===== config.mk =====
export PLATFORM = sky130hd
export DESIGN_NAME = router_input_channel
export DESIGN_NICKNAME = d
export VERILOG_FILES = /design/src/rtl/router_pkg.sv /design/src/rtl/router_fifo.sv /design/src/rtl/router_input_channel.sv
export SDC_FILE = /design/constraint.sdc
export NUM_CORES = 1
export LEC_CHECK = 0
export ABC_AREA = 1
export ABC_CLOCK_PERIOD_IN_PS = 3400
export CAP_MARGIN = 10
export CORE_ASPECT_RATIO = 0.8
export CORE_UTILIZATION = 45
export DETAILED_ROUTE_END_ITERATION = 6
export PLACE_DENSITY = 0.68
export SYNTH_ARGS = -nofsm -noshare
export SYNTH_HDL_FRONTEND = slang
export SYNTH_SLANG_ARGS = --single-unit

===== constraint.sdc =====
create_clock -name clk -period 3.4 [get_ports clk]
set_clock_uncertainty 0.1 [all_clocks]
set_input_delay 0.68 -clock clk [delete_from_list [all_inputs] [get_ports clk]]
set_output_delay 0.68 -clock clk [all_outputs]
set_load 0.01 [all_outputs]

===== src/rtl/router_pkg.sv =====
// Shared types for the router slice: flit types, output directions and
// the input-channel route FSM states.
package router_pkg;

  typedef enum logic [1:0] {
    FLIT_HEADER = 2'b01,
    FLIT_BODY   = 2'b10,
    FLIT_TAIL   = 2'b11
  } flit_type_e;

  localparam int unsigned DIR_N    = 0;
  localparam int unsigned DIR_E    = 1;
  localparam int unsigned DIR_W    = 2;
  localparam int unsigned DIR_S    = 3;
  localparam int unsigned DIR_L    = 4;
  localparam int unsigned NUM_DIRS = 5;

  typedef logic [NUM_DIRS-1:0] dir_onehot_t;

  typedef enum logic {
    ST_IDLE   = 1'b0,
    ST_ROUTED = 1'b1
  } route_state_e;

  function automatic dir_onehot_t dir_bit(input int unsigned d);
    return dir_onehot_t'(1) << d;
  endfunction

endpackage


===== src/rtl/router_fifo.sv =====
// Circular flit buffer with push/pop, occupancy count and empty/full flags.
// DEPTH must be a power of two so the pointers wrap naturally.
module router_fifo
  import router_pkg::*;
#(
  parameter int unsigned DATA_WIDTH = 32,
  parameter int unsigned DEPTH      = 4,
  localparam int unsigned PTR_W     = $clog2(DEPTH),
  localparam int unsigned CNT_W     = PTR_W + 1
) (
  input  logic                  clk,
  input  logic                  rst,
  input  logic                  push,
  input  logic                  pop,
  input  logic [DATA_WIDTH-1:0] din,
  output logic [DATA_WIDTH-1:0] dout,
  output logic [CNT_W-1:0]      count,
  output logic                  empty,
  output logic                  full
);

  logic [DATA_WIDTH-1:0] mem [DEPTH];
  logic [PTR_W-1:0]      wr_ptr;
  logic [PTR_W-1:0]      rd_ptr;
  logic                  do_push;
  logic                  do_pop;

  assign do_push = push & ~full;
  assign do_pop  = pop & ~empty;
  assign empty   = (count == '0);
  assign full    = (count == CNT_W'(DEPTH));
  assign dout    = mem[rd_ptr];

  always_ff @(posedge clk) begin
    if (!rst) begin
      wr_ptr <= '0;
      rd_ptr <= '0;
      count  <= '0;
    end else begin
      if (do_push) wr_ptr <= wr_ptr + PTR_W'(1);
      if (do_pop)  rd_ptr <= rd_ptr + PTR_W'(1);
      case ({do_push, do_pop})
        2'b10:   count <= count + CNT_W'(1);
        2'b01:   count <= count - CNT_W'(1);
        default: count <= count;
      endcase
    end
  end

  always_ff @(posedge clk) begin
    if (rst && do_push) mem[wr_ptr] <= din;
  end

endmodule


===== src/rtl/router_input_channel.sv =====
// Router input port: RTS/DCTS receiver, flit FIFO, XY route decode and
// wormhole request hold. Optional parity check under ROUTER_PARITY_CHECK_EN.
module router_input_channel
  import router_pkg::*;
#(
  parameter int unsigned DATA_WIDTH = 32,
  parameter int unsigned DEPTH      = 4,
  parameter int unsigned ADDR_W     = 2,
  parameter int unsigned CUR_X      = 0,
  parameter int unsigned CUR_Y      = 0
) (
  input  logic                  clk,
  input  logic                  rst,
  input  logic [DATA_WIDTH-1:0] RX,
  input  logic                  RTS,
  output logic                  DCTS,
  input  logic                  Grant_N,
  input  logic                  Grant_E,
  input  logic                  Grant_W,
  input  logic                  Grant_S,
  input  logic                  Grant_L,
  output logic                  Req_N,
  output logic                  Req_E,
  output logic                  Req_W,
  output logic                  Req_S,
  output logic                  Req_L,
  output logic [DATA_WIDTH-1:0] Data_out,
  output logic                  empty,
  output logic                  err
);

  localparam int unsigned CNT_W = $clog2(DEPTH) + 1;
  localparam logic [ADDR_W-1:0] CX = ADDR_W'(CUR_X);
  localparam logic [ADDR_W-1:0] CY = ADDR_W'(CUR_Y);

  logic                  dcts_q;
  logic                  push;
  logic                  pop;
  logic [CNT_W-1:0]      count;
  logic                  fifo_full;
  logic [DATA_WIDTH-1:0] head;
  logic [1:0]            head_type;
  logic                  head_is_header;
  logic                  head_is_tail;
  logic [ADDR_W-1:0]     dest_x;
  logic [ADDR_W-1:0]     dest_y;
  route_state_e          state;
  dir_onehot_t           route_reg;
  dir_onehot_t           xy_dir;
  dir_onehot_t           grant_vec;
  dir_onehot_t           req_vec;

  assign DCTS = dcts_q;
  assign push = RTS & dcts_q & ~fifo_full;

  // Fullness is judged on the pre-pop count, so a same-cycle pop never frees a slot early.
  always_ff @(posedge clk) begin
    if (!rst) dcts_q <= 1'b0;
    else      dcts_q <= RTS & ~dcts_q & (count < CNT_W'(DEPTH));
  end

  router_fifo #(
    .DATA_WIDTH(DATA_WIDTH),
    .DEPTH     (DEPTH)
  ) u_fifo (
    .clk  (clk),
    .rst  (rst),
    .push (push),
    .pop  (pop),
    .din  (RX),
    .dout (head),
    .count(count),
    .empty(empty),
    .full (fifo_full)
  );

  assign Data_out       = head;
  assign head_type      = head[DATA_WIDTH-1 -: 2];
  assign head_is_header = (head_type == FLIT_HEADER);
  assign head_is_tail   = (head_type == FLIT_TAIL);
  assign dest_x         = head[2*ADDR_W-1:ADDR_W];
  assign dest_y         = head[ADDR_W-1:0];

  always_comb begin
    xy_dir = dir_bit(DIR_L);
    if      (dest_x > CX) xy_dir = dir_bit(DIR_E);
    else if (dest_x < CX) xy_dir = dir_bit(DIR_W);
    else if (dest_y > CY) xy_dir = dir_bit(DIR_S);
    else if (dest_y < CY) xy_dir = dir_bit(DIR_N);
  end

  // Bit order of these vectors follows the DIR_* indices (N=0 .. L=4).
  assign grant_vec = {Grant_L, Grant_S, Grant_W, Grant_E, Grant_N};
  assign req_vec   = (state == ST_ROUTED && !empty) ? route_reg : '0;
  assign {Req_L, Req_S, Req_W, Req_E, Req_N} = req_vec;

  assign pop = (state == ST_ROUTED) & ~empty & (|(grant_vec & route_reg));

  always_ff @(posedge clk) begin
    if (!rst) begin
      state     <= ST_IDLE;
      route_reg <= '0;
    end else begin
      case (state)
        ST_IDLE: begin
          if (!empty && head_is_header) begin
            route_reg <= xy_dir;
            state     <= ST_ROUTED;
          end
        end
        ST_ROUTED: begin
          if (pop && head_is_tail) state <= ST_IDLE;
        end
        default: state <= ST_IDLE;
      endcase
    end
  end

`ifdef ROUTER_PARITY_CHECK_EN
  logic err_q;

  always_ff @(posedge clk) begin
    if (!rst)              err_q <= 1'b0;
    else if (push && ^RX)  err_q <= 1'b1;
  end

  assign err = err_q;
`else
  assign err = 1'b0;
`endif

endmodule


Word level (Yosys, flattened, before mapping)
Memory sizes are Yosys's and may differ from the RTL's. A register that Yosys moved wholly into a read port is not among the register bits.
Index checks and enable logic that the tools add are counted.
{ "word_totals": {"ff_bits": 14, "wordCells": 56, "out_inout_bits": 40, "mem_count": 1, "ramBits": 128, "inputBits": 40} }
{ "classes": {"n_mux": 13, "order_cmp": 5, "bitwise_logic": 13, "eq_ne": 5, "add_sub_neg": 4, "n_reduce_logical": 9} }
{ "memory_table": {"columns": ["memory", "words", "width", "rd", "rd_clocked_by_memory_dff", "write_ports", "line", "rtl"], "rows": [
  ["u_fifo.mem", 4, 32, 1, 1, 1, "router_fifo.sv:22", "logic [DATA_WIDTH-1:0] mem [DEPTH];"]
]} }
{ "ops": {"columns": ["cell", "n"], "rows": [
  ["5-bit two-way mux", 5],
  ["1-bit AND", 8],
  ["3-bit one-hot mux with 2 select lines", 1],
  ["5-bit AND", 1],
  ["5-bit OR reduction", 1],
  ["2-bit by 1-bit adder with 2-bit output (second input constant)", 2],
  ["2-bit by 1-bit equality test with 1-bit output (second input constant)", 2],
  ["2-bit equality test (second input constant)", 2],
  ["2-bit by 1-bit greater-than comparator with 1-bit output (second input constant)", 2],
  ["1-bit logical AND", 4],
  ["2-bit by 1-bit less-than comparator with 1-bit output (second input constant)", 2],
  ["1-bit two-way mux", 4],
  ["2-bit two-way mux", 2],
  ["1-bit inverter", 4],
  ["3-bit by 1-bit adder with 3-bit output (second input constant)", 1],
  ["3-bit equality test (second input constant)", 1],
  ["3-bit zero test", 1],
  ["3-bit less-than comparator (second input constant)", 1],
  ["3-bit by 1-bit subtractor with 3-bit output (second input constant)", 1],
  ["1-bit one-hot mux with 2 select lines", 1],
  ["2-bit AND reduction", 1],
  ["2-bit nonzero test", 1],
  ["1-bit zero test", 1]
]} }

Longest topological paths before layout
{ "depth": {"ltp_word": 7, "mapped_depth": 11, "depth_no_buf": 11} }

Cells and area by module
Synthesis repeated with hierarchy kept, for this count alone.
{ "hier_totals": {"cells_unflattened": 429, "hier_area_um2": 5574.1} }
{ "modules_own_cells": {"columns": ["module", "n_inst", "area_per_inst_um2", "seq_area_each_um2", "cells_each"], "rows": [
  ["router_fifo", 1, 5270.1, 4023.9, 379],
  ["router_input_channel", 1, 304.0, 100.1, 50]
]} }

Worst setup path after synthesis
OpenSTA, ideal clock, no wires.
{ "synth_path": {"path_type": "input to register", "start": "in RTS", "end": "mem u_fifo.mem[0][0] (enable)", "n_path_buf": 0, "required_ns": 2.879, "setup_ns": 0.421, "setup_slack_ns": 0.494, "arrival_time_ns": 2.385, "stages": 4, "cell_sequence": "nand2_1 nor2_1 nand2_1 nor2_1"} }
{ "synth_via": {"elab_chain_cells": 6} }
{ "synth_lines": {"columns": ["item", "line", "rtl"], "rows": [
  ["start, declared", "router_input_channel.sv:15", "input logic RTS,"],
  ["1-bit AND (2 in series)", "router_input_channel.sv:54", "assign push = RTS & dcts_q & ~fifo_full;"],
  ["1-bit AND", "router_fifo.sv:28", "assign do_push = push & ~full;"],
  ["1-bit logical AND", "router_fifo.sv:51", "if (rst && do_push) mem[wr_ptr] <= din;"],
  ["1-bit two-way mux", "router_fifo.sv:51", null],
  ["1-bit two-way mux (implied by the code)", "router_fifo.sv:51", null],
  ["end, declared", "router_fifo.sv:22", null]
]} }
No other way between the ends.

==> summary.md <==
| Metric | Value |
|---|---|
| Status | `finished, final reports clean` |
| CTS buffer count | `17` |
| Placer Congestion | `0.723` |
| Seq/Total Area, Yosys | `73.7%` |
| Hold slack | `0.327 ns` |
| Via-per-instance ratio | `5.11` |
| GR Layer Usage met3 | `5.02%` |
| Worst-Skew Late Latency | `0.41 ns` |
| Area of the multi-input gates | `0.00125 mm^2` |
| Hold buffer count at CTS | `0` |
| Max FO, Critical Path | `65` |
| Critical path data arrival time | `2.45 ns` |
| GRT Overall Usage | `18.6%` |
| Cells after synthesis | `444` |
| Clock Sinks | `142` |
| Max Cap Viol | `0` |
| Leading cell type by number of instances after synthesis | `edfxtp_1` |
| Initial antenna violation count | `0` |
| Die H | `102 um` |
| First-pass GRT wire length | `17.7 mm` |
| DRC Markers | `0` |
| Final Max Tran Viols | `0` |
| Power share of the clock group | `49.0%` |
| Post-CTS Setup Repair Bufs | `0` |
| Hold Fails Final Rpt | `0` |
| Warnings, synthesis | `0` |
| Synth Register Bits | `142` |
| Final TNS setup | `0 ns` |
| Most instantiated cells after synthesis | `edfxtp_1 (128), nor2_1 (69), o21ai_0 (58)` |
| Critical Path Source Type | `flop` |
| Largest net degree at the start of global routing | `66` |
| Share of cells above drive strength 1 | `9.50%` |
| Drt wl/cell | `15.9 um` |
| Final HPWL DP | `6.25 mm` |
| Top cells by area, synth | `edfxtp_1 (69%), o21ai_0 (5.2%), dfxtp_1 (5.0%)` |
| # resized after CTS | `0` |
| Min-delay src | `u_fifo.count[2]` |
| Power share of the combinational group | `3.0%` |
| Worst Path Required | `2.62 ns` |
| Vias in the first global route | `3461` |
| Final ANT Viol Nets | `0` |
| Drt first pass iters | `4` |
| GRT overflow | `0` |
| Die area | `0.0129 mm^2` |
| RSZ-0062 raised after global routing | `false` |
| Via count | `3520` |
| Mapped Area | `0.00560 mm^2` |
| Ports | `80` |
| Rows | `36` |
| EDFF count, synth | `128` |
| M1 GR Usage | `23.9%` |
| Most Crowded Layer GR | `met2` |
| Longest Clk Path Bufs | `2` |
| Worst-Margin Slew | `0.668 ns` |
| M2 GR Usage | `30.7%` |
| Leak | `0.00254 uW` |
| Hold EP | `DCTS` |
| Antenna Cells | `0` |
| FFs w/ async S/R, synth | `0%` |
| R2r setup slk | `1.17 ns` |
| Width of the chip | `127 um` |
| Int Pwr | `3270 uW` |
| DRT iter0 DRCs | `358` |
| Crit share post-route | `95.0%` |
| Worst reg2reg endpoint | `u_fifo.count[2]` |
| Worst setup EP type | `primary output` |
| Filler cells | `965` |
| Input/output buffers | `74` |
| Yosys cell types | `24` |
| FF+latch area | `0.00413 mm^2` |
| Syn avg cell area | `12.6 um^2` |
| Reg2reg start | `u_fifo.count[0]` |
| Post-route cell area | `0.00717 mm^2` |
| Power density over cell area | `559 mW/mm^2` |
| Max reg flops | `128` |
| Wirelength, routed | `10.9 mm` |
| Final min period | `3.23 ns` |
| Initial Util | `46.0%` |
| Maximum vdd drop | `0.000406 V` |
| Share of the synthesized area in the top cell type | `68.7%` |
| Net switching power | `737 uW` |
| Slew margin rel. | `55.5%` |
| Hold path depth | `1` |
| FF-to-FF path depth | `11` |
| Yosys top cell by area | `edfxtp_1` |
| Root Buffer | `clkbuf_16` |
| Predominant post-synthesis flop cell | `edfxtp_1` |
| NumNets Final | `570` |
| Setup Viol. Count Final | `0` |
| Area delta synth->final | `28.2%` |
| Part of the power in registers | `47.9%` |
| Placed Area | `0.00655 mm^2` |
| Core ar. | `0.0122 mm^2` |
| Crit Path Class | `reg -> out` |
| Switching Fraction | `18.4%` |
| CTS tree | `built` |
| H-tree depth | `4` |
| Worst-path clk slew | `0.06 ns` |
| Fmax | `0.310 GHz` |
| Worst min path class | `reg -> reg` |
## through the flow
| stage | util [%] | setup slack, ns | total power [uW] | instances |
|---|---|---|---|---|
| 6_report | 59.0 | 0.169 | 4010 | 689 |
| 5_1_grt | 59.0 | 0.0272 | 4120 | 689 |
| 3_5_place_dp | 53.8 | 0.561 | 2080 | 657 |
| 3_3_place_gp | 53.8 | 0.574 | 2070 | 657 |
| 4_1_cts | 59.0 | 0.161 | 4030 | 689 |
| 2_1_floorplan | - | 0.494 | 2000 | 446 |
## worst max-delay path: stages (launching register included)
cell and delay, ns:
dfxtp_2 0.44, inv_4 0.54, o21ai_0 0.18, o22ai_1 0.26, clkdlybuf4s50_1 0.60
## cell families after synthesis
group / after synthesis / synth area share (%)
compound gates: 96 / 9.17
fa+ha+maj: 6 / 1.48
buf+inv: 56 / 4.67
flops: 142 / 73.7
other cells: 1 / 0.0670
simple gates: 143 / 10.9
## routing by layer
layer  wire length (um)  part of all wire (%)  up-vias
li1                   -                     -     1733
met1               4770                    44     1678
met3                551                   5.0       11
met5                  0                     0        -
met2               5500                    50       98
met4                125                   1.1        0
## how the worst max path moves through the flow
stage                        from                to  slack, ns  cells after the start
after global placement    Grant_S   u_fifo.count[2]       0.57                     12
final                        flop      Data_out[15]       0.17                      4
after global routing         flop      Data_out[15]       0.03                      4
after detailed placement  Grant_L   u_fifo.count[2]       0.56                     12
after CTS                    flop      Data_out[15]       0.16                      4
after floorplan               RTS  u_fifo.mem[0][0]       0.49                      4
## layout make-up
| class | count | share of cell area (%) |
|---|---|---|
| flip-flops and latches | 142 | 57.5 |
| repair buffers | 83 | 12.0 |
| well taps | 152 | 2.65 |
| inverters | 32 | 1.71 |
| clock inverters | 13 | 2.72 |
| multi-input cells | 248 | 17.4 |
| clock buffers | 19 | 6.04 |
## cells in the final DEF, fill, tap and decap left out
cell type        count
ha_1                 5
clkbuf_1             2
inv_1               31
nor3_1               2
buf_12               4
o22ai_1             26
inv_4                1
edfxtp_1           128
conb_1               3
nor2_1              65
clkbuf_16           17
o21ai_0             58
dfxtp_2              1
clkinv_1             4
clkdlybuf4s50_1     74
clkinvlp_4           1
clkinv_2             1
nand2_4              2
bufinv_16            5
clkinv_4             2
nand3_1             12
o21ai_1              1
nand3_4              1
fa_1                 1
nor2_2               1
nor2_4               4
nand2_2              3
nand2_1             50
buf_4                5
dfxtp_1             13
a21oi_1             11
nand3_2              3
## power by group through the flow
| stage | Sequential (uW) | Combinational, uW | Clock (uW) |
|---|---|---|---|
| after floorplan | 1960 | 37.4 | 0 |
| after global placement | 1960 | 118 | 0 |
| after detailed placement | 1960 | 122 | 0 |
| after CTS | 1920 | 123 | 1990 |
| after global routing | 1920 | 135 | 2070 |
| final | 1920 | 122 | 1960 |
Power figures use the tool's default switching activity.
